## src/rtl/wb_regfile_if.sv

```systemverilog
// ---------------------------------------------------------------------------
// wb_regfile_if
//   Bundle of the MEM/WB writeback signals, the two ID-stage read ports and
//   the writeback/debug outputs of wb_regfile.
//
//   Modports
//     master : the pipeline side. It drives the MEM/WB fields and the read
//              addresses, and it observes the read data, wb_data, wb_valid
//              and wb_count.
//     slave  : the register file side (wb_regfile).
//
//   Signals
//     mem_wb_regwrite     1     commit request for this cycle
//     mem_wb_memtoreg     1     1 = load data, 0 = ALU result
//     mem_wb_register_rd  AW    destination register
//     result_mem_wb       XLEN  ALU result
//     read_data_mem_wb    XLEN  load data
//     rs1_addr, rs2_addr  AW    read port addresses
//     rs1_data, rs2_data  XLEN  read port data (combinational)
//     wb_data             XLEN  selected writeback value (combinational)
//     wb_valid            1     a commit happens on the next edge
//     wb_count            32    committed-write counter (registered)
// ---------------------------------------------------------------------------
interface wb_regfile_if #(
  parameter int XLEN = 32,
  parameter int AW   = 5
);
  logic            mem_wb_regwrite;
  logic            mem_wb_memtoreg;
  logic [AW-1:0]   mem_wb_register_rd;
  logic [XLEN-1:0] result_mem_wb;
  logic [XLEN-1:0] read_data_mem_wb;
  logic [AW-1:0]   rs1_addr;
  logic [AW-1:0]   rs2_addr;
  logic [XLEN-1:0] rs1_data;
  logic [XLEN-1:0] rs2_data;
  logic [XLEN-1:0] wb_data;
  logic            wb_valid;
  logic [31:0]     wb_count;

  modport master (
    output mem_wb_regwrite, mem_wb_memtoreg, mem_wb_register_rd,
           result_mem_wb, read_data_mem_wb, rs1_addr, rs2_addr,
    input  rs1_data, rs2_data, wb_data, wb_valid, wb_count
  );

  modport slave (
    input  mem_wb_regwrite, mem_wb_memtoreg, mem_wb_register_rd,
           result_mem_wb, read_data_mem_wb, rs1_addr, rs2_addr,
    output rs1_data, rs2_data, wb_data, wb_valid, wb_count
  );
endinterface

```

## src/rtl/wb_regfile.sv

```systemverilog
// ---------------------------------------------------------------------------
// wb_regfile
//   Writeback stage of the pipeline together with the integer register file.
//   It selects the writeback value (ALU result or load data), commits it to
//   the register array on the rising clock edge, serves two combinational
//   read ports to ID, exports the writeback value for EX forwarding, and
//   counts committed writes.
//
//   Ports
//     clk    in   system clock, all state updates on posedge
//     rst_n  in   asynchronous reset, active low; clears the array and
//                 wb_count at once
//     bus    wb_regfile_if.slave (see rtl/wb_regfile_if.sv)
//
//   Build option
//     WB_BYPASS_EN : when defined, a read of the register being written in
//                    the same cycle returns wb_data (write-through). When
//                    undefined, the read returns the old array contents and
//                    the hazard unit has to stall ID for one cycle.
// ---------------------------------------------------------------------------
module wb_regfile #(
  parameter int XLEN = 32,
  parameter int NREG = 32,
  parameter int AW   = 5
) (
  input  logic        clk,
  input  logic        rst_n,
  wb_regfile_if.slave bus
);

  logic [XLEN-1:0] regs [NREG];
  logic [31:0]     count_q;
  logic [XLEN-1:0] wb_data;
  logic            wb_valid;

  // Writeback mux: purely combinational, no added latency.
  assign wb_data = bus.mem_wb_memtoreg ? bus.read_data_mem_wb : bus.result_mem_wb;

  // Commit qualifier. There is no handshake on this interface: whenever
  // wb_valid is high at a rising edge the write is committed and counted;
  // a destination of x0 is never a commit.
  assign wb_valid = bus.mem_wb_regwrite && (bus.mem_wb_register_rd != '0);

  assign bus.wb_data  = wb_data;
  assign bus.wb_valid = wb_valid;
  assign bus.wb_count = count_q;

  always_ff @(posedge clk or negedge rst_n) begin
    if (!rst_n) begin
      for (int i = 0; i < NREG; i++) begin
        regs[i] <= '0;
      end
      count_q <= '0;
    end else if (wb_valid) begin
      regs[bus.mem_wb_register_rd] <= wb_data;
      count_q                      <= count_q + 32'd1;  // wraps silently
    end
  end

  // One read port. x0 is forced to zero here so that regs[0] never matters.
  function automatic logic [XLEN-1:0] read_port(input logic [AW-1:0] addr);
    logic [XLEN-1:0] val;
    if (addr == '0) begin
      val = '0;
`ifdef WB_BYPASS_EN
    end else if (wb_valid && (addr == bus.mem_wb_register_rd)) begin
      // Write-through: hand the in-flight value to ID in the same cycle.
      val = wb_data;
`endif
    end else begin
      val = regs[addr];
    end
    return val;
  endfunction

  assign bus.rs1_data = read_port(bus.rs1_addr);
  assign bus.rs2_data = read_port(bus.rs2_addr);

endmodule

```

## src/flat_wrapper.sv

```systemverilog
// flat-port wrapper written by rule: the top's interface ports become plain ports
module wb_regfile_flat 
#(
  parameter int XLEN = 32,
  parameter int NREG = 32,
  parameter int AW   = 5
)
  (clk, rst_n, bus_mem_wb_regwrite, bus_mem_wb_memtoreg, bus_mem_wb_register_rd, bus_result_mem_wb, bus_read_data_mem_wb, bus_rs1_addr, bus_rs2_addr, bus_rs1_data, bus_rs2_data, bus_wb_data, bus_wb_valid, bus_wb_count);
  wb_regfile_if #(.XLEN(XLEN), .AW(AW)) bus_i ();
  input  logic clk;
  input  logic rst_n;
  input wire logic [$bits(bus_i.mem_wb_regwrite)-1:0] bus_mem_wb_regwrite;
  input wire logic [$bits(bus_i.mem_wb_memtoreg)-1:0] bus_mem_wb_memtoreg;
  input wire logic [$bits(bus_i.mem_wb_register_rd)-1:0] bus_mem_wb_register_rd;
  input wire logic [$bits(bus_i.result_mem_wb)-1:0] bus_result_mem_wb;
  input wire logic [$bits(bus_i.read_data_mem_wb)-1:0] bus_read_data_mem_wb;
  input wire logic [$bits(bus_i.rs1_addr)-1:0] bus_rs1_addr;
  input wire logic [$bits(bus_i.rs2_addr)-1:0] bus_rs2_addr;
  output wire logic [$bits(bus_i.rs1_data)-1:0] bus_rs1_data;
  output wire logic [$bits(bus_i.rs2_data)-1:0] bus_rs2_data;
  output wire logic [$bits(bus_i.wb_data)-1:0] bus_wb_data;
  output wire logic [$bits(bus_i.wb_valid)-1:0] bus_wb_valid;
  output wire logic [$bits(bus_i.wb_count)-1:0] bus_wb_count;
  assign bus_i.mem_wb_regwrite = bus_mem_wb_regwrite;
  assign bus_i.mem_wb_memtoreg = bus_mem_wb_memtoreg;
  assign bus_i.mem_wb_register_rd = bus_mem_wb_register_rd;
  assign bus_i.result_mem_wb = bus_result_mem_wb;
  assign bus_i.read_data_mem_wb = bus_read_data_mem_wb;
  assign bus_i.rs1_addr = bus_rs1_addr;
  assign bus_i.rs2_addr = bus_rs2_addr;
  assign bus_rs1_data = bus_i.rs1_data;
  assign bus_rs2_data = bus_i.rs2_data;
  assign bus_wb_data = bus_i.wb_data;
  assign bus_wb_valid = bus_i.wb_valid;
  assign bus_wb_count = bus_i.wb_count;
  wb_regfile #(.XLEN(XLEN), .NREG(NREG), .AW(AW)) u_core (.clk(clk), .rst_n(rst_n), .bus(bus_i));
endmodule
```

## config.mk

```make
export PLATFORM = sky130hd
export DESIGN_NAME = wb_regfile_flat
export DESIGN_NICKNAME = d
export VERILOG_FILES = /design/src/rtl/wb_regfile_if.sv /design/src/rtl/wb_regfile.sv /design/src/flat_wrapper.sv
export SDC_FILE = /design/constraint.sdc
export NUM_CORES = 2
export LEC_CHECK = 0
export CAP_MARGIN = 20
export CORE_ASPECT_RATIO = 0.5
export CORE_MARGIN = 2
export CORE_UTILIZATION = 35
export CTS_CLUSTER_SIZE = 40
export DETAILED_ROUTE_END_ITERATION = 8
export PLACE_DENSITY = 0.52
export SLEW_MARGIN = 20
export SYNTH_ARGS = -nofsm -noshare
export SYNTH_HDL_FRONTEND = slang
export SYNTH_SLANG_ARGS = --single-unit
```

## constraint.sdc

```tcl
create_clock -name clk -period 4.44 [get_ports clk]
set_input_delay 0.444 -clock clk [delete_from_list [all_inputs] [get_ports clk]]
set_output_delay 0.444 -clock clk [all_outputs]
set_load 0.01 [all_outputs]
```

==> summary.txt <==
STA
  – Clk_skew: ~0.0058 ns
  – Slew Viols, Final: 0
  – Final worst path period need: about 4.0 ns
  – Final hold slack: 0.3943 ns
  – Fin crit share: between 90% and 100%
  – Slew headroom: a little over a quarter
  – RSZ-0062 raised after global routing: false
  – FMAX: 0.2498 GHz
  – Worst-Margin Slew: between 1 and 1.5 ns
  – Fin Setup TNS: 0 ns
  – Final setup violation count: 0
  – Final-report hold violation count: 0

CTS
  – Clock tree from TritonCTS: built
  – CTS Buffer Depth: 3
  – Clock Sinks: 1056
  – Total CTS buffers: between 100 and 150
  – Worst-Skew Late Latency: ~0.7 ns
  – Root Buffer: clkbuf_16
  – Worst-path clk slew: roughly 0.060 ns
  – H-tree lvl count: 3

Yosys
  – Cell area after synthesis: roughly 55000 um2
  – Post-synthesis net count: 5109
  – Top_reg_cell synth: dfrtp_1
  – Syn_area_per_cell: 10.93 um2
  – Synthesized instance count: 5025
  – Sequential share of the synthesized area: 48.12%
  – Synth warn: 0
  – Synth cell types: 52
  – Post-synth ARST share: 100.0%
  – EDFF count, synth: 0
  – Yosys reg bits: between 1000 and 1500

Floorplan
  – Die Span X: 564.2 um
  – Die Ht: approximately 280 um
  – # rows: 102
  – Num ports: ~210
  – Initial cell density of the core: between 30% and 40%
  – Total die area: between 150000 and 200000 um2
  – Total core area: ~160000 um2

Power
  – Maximum VDD drop: around 0.3 mV
  – P_sw: 9230 uW
  – Combinational share of power: 23.0%
  – Pwr Density: roughly 470 nW/um2
  – Pleak: approximately 0.027 uW
  – Switching Share: between 30% and 40%
  – Clk network pwr share: about a third
  – Int Power: 21010 uW
  – Share of power burned in registers: approximately 44%

Worst setup path
  – RR Startpoint: u_core.bus.wb_count[0]
  – RR Endpoint: u_core.bus.wb_count[26]
  – R2R Setup Slk: ~2.5 ns
  – Worst EP arrival: roughly 3.6 ns
  – Crit. End Element: output pin
  – CP endpoint: bus_rs1_data[13]
  – R2r worst-path depth: 5
  – Max FO, Critical Path: 52
  – Critical path data required time: 4.00 ns
  – Crit Path Category: in2out
  – Crit path from: bus_rs1_addr[0]
  – Crit path launch type: primary input

Final layout
  – Nets: slightly above 5000
  – Fin util: 41.04%
  – Ratio of cells with drive above 1 in the final layout: between 15 and 20%
  – P&R area growth vs syn: 16.08%

Drt
  – Final WL: between 200 and 250 mm
  – Avg WL per Cell: 28.41 um
  – DRT iter0 DRCs: between 4000 and 5000
  – Post-route ant nets: 0
  – DR vias: roughly 42000
  – Drt via density: just under 6
  – # DRC: 0
  – First-pass iteration count of the detailed router: 5

Global routing
  – Largest net degree at the start of global routing: approximately 130
  – Overflow after GRT: 0
  – First-pass GRT wire length: around 300 mm
  – Total track usage: 25.39%
  – Initial antenna violation count: 3
  – Vias in the first global route: ~42000

Run status
  – Outcome: complete, no violations

Run
  – Max Cap Viol: 0

Placement
  – Port Buf Inserts: between 200 and 250
  – Final GP Congestion: 0.8515
  – HPWL after DPL: 124.9 mm

Worst hold path
  – HP Class: reg2reg
## metal layers
metal | wire, um | global-route usage, % | vias up
met3 | 17610 | 5.919 | 394
met1 | 88520 | 35.81 | 21790
met2 | 91140 | 38.51 | 1864
met5 | 13 | 0 | -
li1 | - | - | 18080
met4 | 6991 | 8.308 | 2
## layout make-up
type	instances	area [um2]
Inverter	36	138.9
Tap cell	2080	2603
Fill cell	14650	91570
Sequential cell	1056	26430
Clock buffer	145	3059
Clock inverter	52	739.5
Antenna cell	2	5.005
Timing Repair Buffer	424	4433
Multi-Input combinational cell	3396	26340
## power by group through the flow
stage                     registers (uW)  clock network, uW  logic [uW]
after floorplan                    12900                  0        4790
after global placement             13300                  0        6770
after detailed placement           13400                  0        6920
after CTS                          13300              10100        6950
after global routing               13600              10500        7590
final                              13300               9950        6950
## layout by cell type, fill, tap and decap left out, types with 6 or more instances in the layout
| master | instances |
|---|---|
| inv_1 | 34 |
| and2_1 | 20 |
| o211a_1 | 17 |
| nand2_2 | 6 |
| a21oi_1 | 626 |
| xnor2_1 | 18 |
| mux2i_4 | 27 |
| clkbuf_1 | 13 |
| clkbuf_8 | 27 |
| dfrtp_1 | 1056 |
| clkbuf_16 | 106 |
| mux2_2 | 82 |
| nor2_1 | 621 |
| o21ai_1 | 8 |
| a22oi_1 | 45 |
| o2111ai_1 | 8 |
| clkdlybuf4s50_1 | 199 |
| clkinvlp_4 | 8 |
| bufinv_16 | 17 |
| nor2b_4 | 6 |
| nand3_1 | 18 |
| a211oi_1 | 16 |
| nand2_1 | 578 |
| mux4_2 | 420 |
| o21ai_0 | 414 |
| nand4_1 | 23 |
| mux2i_1 | 218 |
| buf_4 | 157 |
| clkinv_2 | 24 |
| buf_12 | 57 |
| xor2_1 | 13 |
| a31oi_1 | 48 |
| a2111oi_2 | 14 |
| a221oi_1 | 30 |
| o221ai_1 | 40 |
| nor3_1 | 8 |
| nor2_4 | 14 |
## per-stage QoR
step | area (um2) | setup slack, ns | power (uW) | std cells
floorplan | 54910 | 2.074 | 17700 | 5025
global placement | 59930 | 0.4830 | 20040 | 6991
detailed placement | 59930 | 0.4989 | 20360 | 6991
CTS | 63740 | 0.4787 | 30330 | 7189
global route | 63740 | 0.3779 | 31690 | 7189
finish | 63750 | 0.4375 | 30240 | 7191
## worst max-delay path, cell delays in order
cell and delay [ns]:
buf_8 0.48, nor2b_4 0.30, buf_4 0.29, a221oi_1 0.32, o21ai_0 0.14, a31oi_1 0.84, clkdlybuf4s50_1 0.70
## cells in the mapped netlist, types with 23 or more instances
library cell	instances	area share, %
dfrtp_1	1056	48
nor2_1	635	4.3
a21oi_1	626	5.7
nand2_1	589	4.0
mux4_2	420	17
o21ai_0	414	3.8
clkbuf_1	324	2.2
mux2i_1	250	4.6
buf_2	133	1.2
mux2_2	82	1.7
a31oi_1	48	0.55
a22oi_1	45	0.62
buf_4	42	0.57
o221ai_1	40	0.64
inv_1	34	0.23
a221oi_1	30	0.48
nand4_1	23	0.26
## registers in the layout, summed over array words and instances, names as in the netlist
register             flops
u_core.bus.wb_count     32
u_core.regs           1024
## repair_timing
action                    CTS  global route
hold buffers                1             0
hold endpoints to repair   70             0
buffers inserted            0             0
resized for setup           0             0
## logic make-up (layout without fill, tap and decap cells)
family	count (synthesis)	count (layout)	synth area share [%]
other cells	0	2	0
simple gates	1338	1338	9.750
compound gates	1270	1270	12.94
xor+xnor	31	31	0.4944
buf+inv	573	657	5.017
mux	756	756	23.66
flops	1056	1056	48.12
fa+ha+maj	1	1	0.02278
## how the worst min path moves through the flow
stage                     slack [ns]         startpoint                     end  cells after the start
after floorplan                 0.15              rst_n  u_core.bus.wb_count[0]                      0
after global placement          0.38  u_core.regs[1019]       u_core.regs[1019]                      0
after detailed placement        0.38   u_core.regs[996]        u_core.regs[996]                      0
after CTS                       0.40  u_core.regs[1019]       u_core.regs[1019]                      0
after global routing            0.41  u_core.regs[1022]       u_core.regs[1022]                      0
final                           0.39  u_core.regs[1004]       u_core.regs[1004]                      0
Power figures use the tool's default switching activity.
